===== src/rtl/sudoku_pkg.sv =====
// Shared constants for the game controller button front end.
// Holds the default debounce and auto-repeat timing, and the channel index
// assignment that every btn_level / pulse vector follows.
package sudoku_pkg;

  localparam int DB_CYCLES_DEF     = 4;
  localparam int REPEAT_DELAY_DEF  = 16;
  localparam int REPEAT_PERIOD_DEF = 8;

  localparam int NUM_BTN     = 3;
  localparam int BTN_ENTER   = 0;
  localparam int BTN_INSERT  = 1;
  localparam int BTN_RESTART = 2;

  typedef logic [NUM_BTN-1:0] btn_vec_t;

endpackage


===== src/rtl/btn_conditioner_if.sv =====
// Button/command bundle between the raw push-buttons and the main game FSM.
// The conditioner is the slave: it takes the raw buttons and drives the
// cleaned one-cycle commands and the debounced levels.
interface btn_conditioner_if;
  import sudoku_pkg::*;

  logic     btn_enter;
  logic     btn_insert;
  logic     btn_restart;
  logic     enter;
  logic     insert;
  logic     restart;
  btn_vec_t btn_level;

  modport master (
    output btn_enter, btn_insert, btn_restart,
    input  enter, insert, restart, btn_level
  );

  modport slave (
    input  btn_enter, btn_insert, btn_restart,
    output enter, insert, restart, btn_level
  );

endinterface


===== src/rtl/btn_conditioner_debounce.sv =====
// One button channel: 2-flop synchronizer, debounce counter and rising-edge
// pulse. The pulse register is loaded on the same edge that flips the
// debounced level to 1, so it is high for exactly one cycle per press.
module btn_debounce #(
  parameter int DB_CYCLES = 4,
  parameter int CNT_W     = $clog2(DB_CYCLES) + 1
) (
  input  logic clka,
  input  logic restart_n,
  input  logic btn,
  output logic level,
  output logic pulse
);

  localparam logic [CNT_W-1:0] CNT_LAST = CNT_W'(DB_CYCLES - 1);

  logic             s1;
  logic             s2;
  logic [CNT_W-1:0] cnt;

  // Bring the asynchronous button into the clka domain.
  always_ff @(posedge clka or negedge restart_n) begin
    if (!restart_n) begin
      s1 <= 1'b0;
      s2 <= 1'b0;
    end else begin
      s1 <= btn;
      s2 <= s1;
    end
  end

  // Flip the debounced level only after a full run of disagreeing samples; any
  // agreeing sample restarts the run, and only a 0->1 flip raises the pulse.
  always_ff @(posedge clka or negedge restart_n) begin
    if (!restart_n) begin
      cnt   <= '0;
      level <= 1'b0;
      pulse <= 1'b0;
    end else if (s2 == level) begin
      cnt   <= '0;
      pulse <= 1'b0;
    end else if (cnt == CNT_LAST) begin
      cnt   <= '0;
      level <= s2;
      pulse <= s2;
    end else begin
      cnt   <= cnt + 1'b1;
      pulse <= 1'b0;
    end
  end

endmodule


===== src/rtl/btn_conditioner.sv =====
// Game controller button front end: one debounce channel per button, then a
// priority mux (restart > enter > insert) on the registered pulses.
// Optional feature macro: BTN_AUTOREPEAT_EN adds insert auto-repeat while the
// insert button stays held. Without it, insert behaves exactly like enter.
module btn_conditioner
  import sudoku_pkg::*;
#(
  parameter int DB_CYCLES     = DB_CYCLES_DEF
`ifdef BTN_AUTOREPEAT_EN
  ,
  parameter int REPEAT_DELAY  = REPEAT_DELAY_DEF,
  parameter int REPEAT_PERIOD = REPEAT_PERIOD_DEF
`endif
) (
  input  logic             clka,
  input  logic             restart_n,
  btn_conditioner_if.slave bus
);

  btn_vec_t raw;
  btn_vec_t level;
  btn_vec_t pulse;
  logic     insert_src;
  logic     enter_out;
  logic     insert_out;
  logic     restart_out;

  assign raw[BTN_ENTER]   = bus.btn_enter;
  assign raw[BTN_INSERT]  = bus.btn_insert;
  assign raw[BTN_RESTART] = bus.btn_restart;

  for (genvar i = 0; i < NUM_BTN; i++) begin : g_chan
    btn_debounce #(
      .DB_CYCLES (DB_CYCLES)
    ) u_debounce (
      .clka      (clka),
      .restart_n (restart_n),
      .btn       (raw[i]),
      .level     (level[i]),
      .pulse     (pulse[i])
    );
  end

`ifdef BTN_AUTOREPEAT_EN
  localparam int REP_W = $clog2(REPEAT_DELAY) + 1;
  localparam logic [REP_W-1:0] REP_LAST   = REP_W'(REPEAT_DELAY - 1);
  localparam logic [REP_W-1:0] REP_RELOAD = REP_W'(REPEAT_DELAY - REPEAT_PERIOD);

  logic [REP_W-1:0] rep_cnt;
  logic             rep_pulse;

  // Count held-insert cycles; after the first repeat the counter reloads so
  // later repeats come every REPEAT_PERIOD cycles. Enter/restart output or
  // insert release restarts the whole sequence.
  always_ff @(posedge clka or negedge restart_n) begin
    if (!restart_n) begin
      rep_cnt   <= '0;
      rep_pulse <= 1'b0;
    end else if (!level[BTN_INSERT] || enter_out || restart_out) begin
      rep_cnt   <= '0;
      rep_pulse <= 1'b0;
    end else if (rep_cnt == REP_LAST) begin
      rep_cnt   <= REP_RELOAD;
      rep_pulse <= 1'b1;
    end else begin
      rep_cnt   <= rep_cnt + 1'b1;
      rep_pulse <= 1'b0;
    end
  end

  assign insert_src = pulse[BTN_INSERT] | rep_pulse;
`else
  assign insert_src = pulse[BTN_INSERT];
`endif

  // Outputs come straight from registers through the priority gates, so they
  // only change right after a clka rising edge; suppressed pulses are lost.
  assign restart_out = pulse[BTN_RESTART];
  assign enter_out   = pulse[BTN_ENTER] & ~pulse[BTN_RESTART];
  assign insert_out  = insert_src & ~pulse[BTN_ENTER] & ~pulse[BTN_RESTART];

  assign bus.restart   = restart_out;
  assign bus.enter     = enter_out;
  assign bus.insert    = insert_out;
  assign bus.btn_level = level;

endmodule


===== src/flat_wrapper.sv =====
// flat-port wrapper written by rule: the top's interface ports become plain ports
module btn_conditioner_flat import sudoku_pkg::*;
#(
  parameter int DB_CYCLES     = DB_CYCLES_DEF

)
  (clka, restart_n, bus_btn_enter, bus_btn_insert, bus_btn_restart, bus_enter, bus_insert, bus_restart, bus_btn_level);
  btn_conditioner_if bus_i ();
  input  logic clka;
  input  logic restart_n;
  input wire logic [$bits(bus_i.btn_enter)-1:0] bus_btn_enter;
  input wire logic [$bits(bus_i.btn_insert)-1:0] bus_btn_insert;
  input wire logic [$bits(bus_i.btn_restart)-1:0] bus_btn_restart;
  output wire logic [$bits(bus_i.enter)-1:0] bus_enter;
  output wire logic [$bits(bus_i.insert)-1:0] bus_insert;
  output wire logic [$bits(bus_i.restart)-1:0] bus_restart;
  output wire logic [$bits(bus_i.btn_level)-1:0] bus_btn_level;
  assign bus_i.btn_enter = bus_btn_enter;
  assign bus_i.btn_insert = bus_btn_insert;
  assign bus_i.btn_restart = bus_btn_restart;
  assign bus_enter = bus_i.enter;
  assign bus_insert = bus_i.insert;
  assign bus_restart = bus_i.restart;
  assign bus_btn_level = bus_i.btn_level;
  btn_conditioner #(.DB_CYCLES(DB_CYCLES)) u_core (.clka(clka), .restart_n(restart_n), .bus(bus_i));
endmodule

===== config.mk =====
export PLATFORM = sky130hd
export DESIGN_NAME = btn_conditioner_flat
export DESIGN_NICKNAME = d
export VERILOG_FILES = /design/src/rtl/sudoku_pkg.sv /design/src/rtl/btn_conditioner_if.sv /design/src/rtl/btn_conditioner_debounce.sv /design/src/rtl/btn_conditioner.sv /design/src/flat_wrapper.sv
export SDC_FILE = /design/constraint.sdc
export NUM_CORES = 1
export LEC_CHECK = 0
export CAP_MARGIN = 25
export CORE_ASPECT_RATIO = 2
export CORE_MARGIN = 5
export CORE_UTILIZATION = 23
export CTS_BUF_LIST = sky130_fd_sc_hd__clkbuf_4 sky130_fd_sc_hd__clkbuf_8 sky130_fd_sc_hd__clkbuf_16
export DETAILED_ROUTE_END_ITERATION = 8
export GPL_TIMING_DRIVEN = 0
export SLEW_MARGIN = 20
export SYNTH_ARGS = -nofsm -noshare
export SYNTH_HDL_FRONTEND = slang
export SYNTH_SLANG_ARGS = --single-unit

===== constraint.sdc =====
create_clock -name clka -period 1.1 [get_ports clka]
set_input_delay 0.165 -clock clka [delete_from_list [all_inputs] [get_ports clka]]
set_output_delay 0.165 -clock clka [all_outputs]
set_load 0.05 [all_outputs]

# == Word-level counts from Yosys, hierarchy flattened ==
# Cells that the tools add are included.
# word_totals
input_bits,5
out_inout_bits,6
word_cells,47
regBits,21
# op_classes
n_bitwise,8
n_mux,12
eq_ne,6
addsub,3
reduce_logical,3
# ops
cell,count
2-to-1 mux 3 bit,6
"adder 3 x 1 -> 3 bit, second input constant",3
"equality test 3 x 2 -> 1 bit, second input constant",3
2-to-1 mux 1 bit,6
AND reduction 2 bit,3
inverter 1 bit,5
AND 1 bit,3
equality test 1 bit,3

# == Longest topological paths before layout ==
# logic_depth
depth_word,3
mapped_depth,3
depth_no_buf,3

# == Modules after synthesis ==
# From an unflattened synthesis, not the netlist that was laid out.
# hier_totals
cells_unflattened,47
hier_area_um2,795.8
# by_module_without_submodules
module,n_inst,seq_area_each_um2,area_per_inst_um2,cells_per_inst
btn_debounce at u_core.g_chan[1].u_debounce ...,2,175.2,256.5,15
btn_debounce at u_core.g_chan[0].u_debounce,1,175.2,264.0,15
btn_conditioner,1,0.0,18.8,2

# == Least setup slack after synthesis ==
# OpenSTA, ideal clock, no wires.
# synth_path
kind,register -> output
startpoint,register u_core.g_chan[2].u_debounce.pulse
endpoint,output bus_insert
arrival_time_ns,1.784
stages_incl_launch_ff,2
setup_slack_ns,-0.849
cell_sequence,dfrtp_1 -> nor3b_1
# synth_via
elab_chain_cells,2
# synth_rtl
element,line,rtl
start: declaration,btn_conditioner_debounce.sv:12,output logic pulse
start signal: assignment,btn_conditioner_debounce.sv:38,pulse <= 1'b0;
start signal: assignment,btn_conditioner_debounce.sv:41,pulse <= 1'b0;
start signal: assignment,btn_conditioner_debounce.sv:45,pulse <= s2;
inverter 1 bit,btn_conditioner.sv:80,assign insert_out = insert_src & ~pulse[BTN_ENTER] & ~pulse[BTN_RESTART];
AND 1 bit,btn_conditioner.sv:80,
end: declaration,flat_wrapper.sv:15,output wire logic [$bits(bus_i.insert)-1:0] bus_insert;
# No other way between the ends.

# == Worst setup path after layout ==
# Ends and elaborated chain as after synthesis.

==> impl_metrics.yaml <==
sta:
  maxSlewViolCount: 0
  layout_setup_ws_ps: -112
  relSlewSlack_pct: 73.7
  hold_viol: 0
  period_share_pct: 110
  max_freq_mhz: 825
  clock_skew_ps: 0.582
  final.min_clock_period_ps: 1210
  rsz0062_at_grt: "true"
  fin_tns_setup_ps: -259
  setup_viol: 5
  holdWs_ps: 342
  tightest_slew_ps: 394
cts:
  clk_latency_ps: 250
  htreeDepth: 1
  cts_buffers: 3
  clk_transition_reported_paths_ps: 70
  ctsLongestPathBuffers: 2
  cts_tree: "yes"
  cts_root_buf: "clkbuf_8"
  numClockSinks: 21
synth:
  post_synth.cell_area_avg_um2: 16.2
  netlist_area_um2: 808
  synth-simple-area-share_pct: 20.1
  synth_top_family_by_area: "simple AND/OR/NAND/NOR gates"
  synth_area_leaders: "dfrtp_1 (65%), nor3b_2 (6.2%), nor2b_4 (5.1%)"
  synth-compound-area-share_pct: 0
  ys_types: 13
  yosys_warnings: 0
  synthAdderAreaFrac_pct: 4.64
  synth-xor-area-share_pct: 3.25
  yosysSeqAreaShare_pct: 65.0
  yosys_register_bits: 21
  synth_top_area_share_pct: 65.0
  syn_inst: 50
  synth_largest_area_cell: "dfrtp_1"
  synth_mux_area_share_pct: 4.18
  syn_nets: 58
grt:
  antenna_found_initial: 0
  grt_usage_pct: 6.51
  use_met1_pct: 5.88
  grt_pass1_vias: 545
  grtUsageMet2_pct: 11.7
  grt_max_degree: 22
  grt_pass1_wl_mm: 2.25
  grt-ovfl-total: 0
  top_usage_layer: "met2"
  grt_use_met3_pct: 1.43
floorplanning:
  die_height_um: 93.8
  die_x_um: 51.9
  start_util_pct: 23.7
  dieArea_um2: 4870
  fp-row-count: 30
  core_area_um2: 3420
  pin_count: 11
min_path:
  hold_depth: 1
  hp-class: "input pin to flip-flop"
worst_setup_path:
  path_delay_family: "flip-flops"
  cp-end-kind: "output port"
  path_cells: "nor3b_4 -> buf_6"
  crit_path_max_incr_delay_ps: 440
  crit_slowest_cell: "dfrtp_2"
  cp_num_buf_inv: 1
  r2r_cells: 3
  cp-start-kind: "flip-flop"
  cp.arrival_ps: 1050
  cp_num_cells: 2
  critPathRequiredTime_ps: 940
  crit_type: "flip-flop to output port"
  worstPathMaxFanout: 3
cells_and_area:
  area_delta_synth_final_pct: 44.0
  fin_area_um2: 1160
  fillers: 338
  num_antenna_cells: 0
  regArea_um2: 527
  drive_gt1_share_pct: 57.5
  multi_input_area_um2: 313
  final_cell_mix: "dfrtp_1 (20), buf_4 (9), nor3b_2 (4), buf_8 (4)"
  finalNetCount: 82
  layout_commonest_cell: "dfrtp_1"
routing:
  routedWlPerCell_um: 10.6
  antenna_left: 0
  first_pass_iters: 2
  avgViaCountPerCell: 3.83
  drtIter0Drc: 5
  wirelength_mm: 1.29
  remaining_drc_errors: 0
  vias: 463
power_and_ir_drop:
  leakage_nw: 0.537
  vdd_ir_drop_max_v: 0.000958
  pwr_density_cell_nw_per_um2: 2350
place:
  port_buffers: 10
  gp_congestion: 0.654
  dpl-instance-area_um2: 996
flow_run:
  maxCapViolations: 0
status:
  status: "finished with violations"
  violations: "setup timing"
## worst reg2reg max path, delay by kind of cell, from the launching register on
family                   cells  cell delay [ps]
adder cells (fa/ha/maj)      1              180
AND/OR/NAND/NOR              1              190
flip-flops                   1              350
multiplexers                 1              310
## logic make-up after synthesis
kind of cell  count (synthesis)
flops                        21
buf+inv                       3
xor+xnor                      3
fa+ha+maj                     3
simple gates                 17
mux                           3
## path summary, 6_finish.rpt
| kind | start | end | slack, ps |
|---|---|---|---|
| setup / recovery | u_core.g_chan[2].u_debounce.pulse | bus_insert | -110 |
| hold / removal | bus_btn_enter | u_core.g_chan[0].u_debounce.s1 | 340 |
| setup reg to reg | u_core.g_chan[2].u_debounce.cnt[0] | u_core.g_chan[2].u_debounce.level | -40 |
| hold reg to reg | u_core.g_chan[0].u_debounce.s1 | u_core.g_chan[0].u_debounce.s2 | 350 |
| max in group asynchronous | restart_n | u_core.g_chan[2].u_debounce.pulse | 200 |
| min in group asynchronous | restart_n | u_core.g_chan[0].u_debounce.s1 | 460 |
## layer usage
metal  vias up  wire length (um)
li1        211                 -
met1       235               463
met2        13               719
met3         4                58
met4         0                46
met5         -                 0
## sequential cells by signal, indices dropped and copies added, names as in the netlist
register and count:
u_core.g_chan.u_debounce.pulse 3, u_core.g_chan.u_debounce.s2 3, u_core.g_chan.u_debounce.s1 3, u_core.g_chan.u_debounce.cnt 9
u_core.g_chan.u_debounce.level 3
## Yosys cell counts
master    n
and3b_1   1
dfrtp_1  21
nor2b_4   3
nor2b_1   2
nor3b_1   2
nor3b_2   4
ha_1      3
buf_4     3
mux2_1    2
xnor2_1   3
mux2_2    1
and3b_2   2
nor3_1    3
## report_power, final
group | internal, W | leakage, nW | switching [W] | total, W
Sequential | 0.000936 | 0.265 | 0.000123 | 0.00106
Clock | 0.000282 | 0.0262 | 0.000235 | 0.000517
Combinational | 0.000639 | 0.246 | 0.000526 | 0.00116
Total | 0.00186 | 0.537 | 0.000884 | 0.00274
## metrics by stage
step | power [W] | setup WS [ps] | util, % | instances
2_1_floorplan | 0.00174 | -117 | - | 50
3_3_place_gp | 0.00193 | -467 | 29.2 | 108
3_5_place_dp | 0.00200 | -478 | 29.2 | 108
4_1_cts | 0.00269 | -124 | 32.4 | 119
5_1_grt | 0.00289 | -161 | 34.1 | 121
6_report | 0.00274 | -112 | 34.1 | 121
## timing repair
| action | CTS | global route |
|---|---|---|
| endpoints found under the setup margin | 10 | 13 |
| hold buffers | 0 | 1 |
| gates cloned | 0 | 0 |
| gates resized for setup | 44 | 6 |
| pin swaps | 3 | 2 |
| hold endpoints to repair | 0 | 7 |
| buffers inserted | 8 | 2 |
## layout make-up
cell class | instances | share of cell area (%)
clock buffers | 4 | 4.19
multi-input cells | 26 | 26.9
flip-flops and latches | 21 | 45.3
well taps | 48 | 5.16
repair buffers | 22 | 18.5
(Power assumes the default switching activity.)
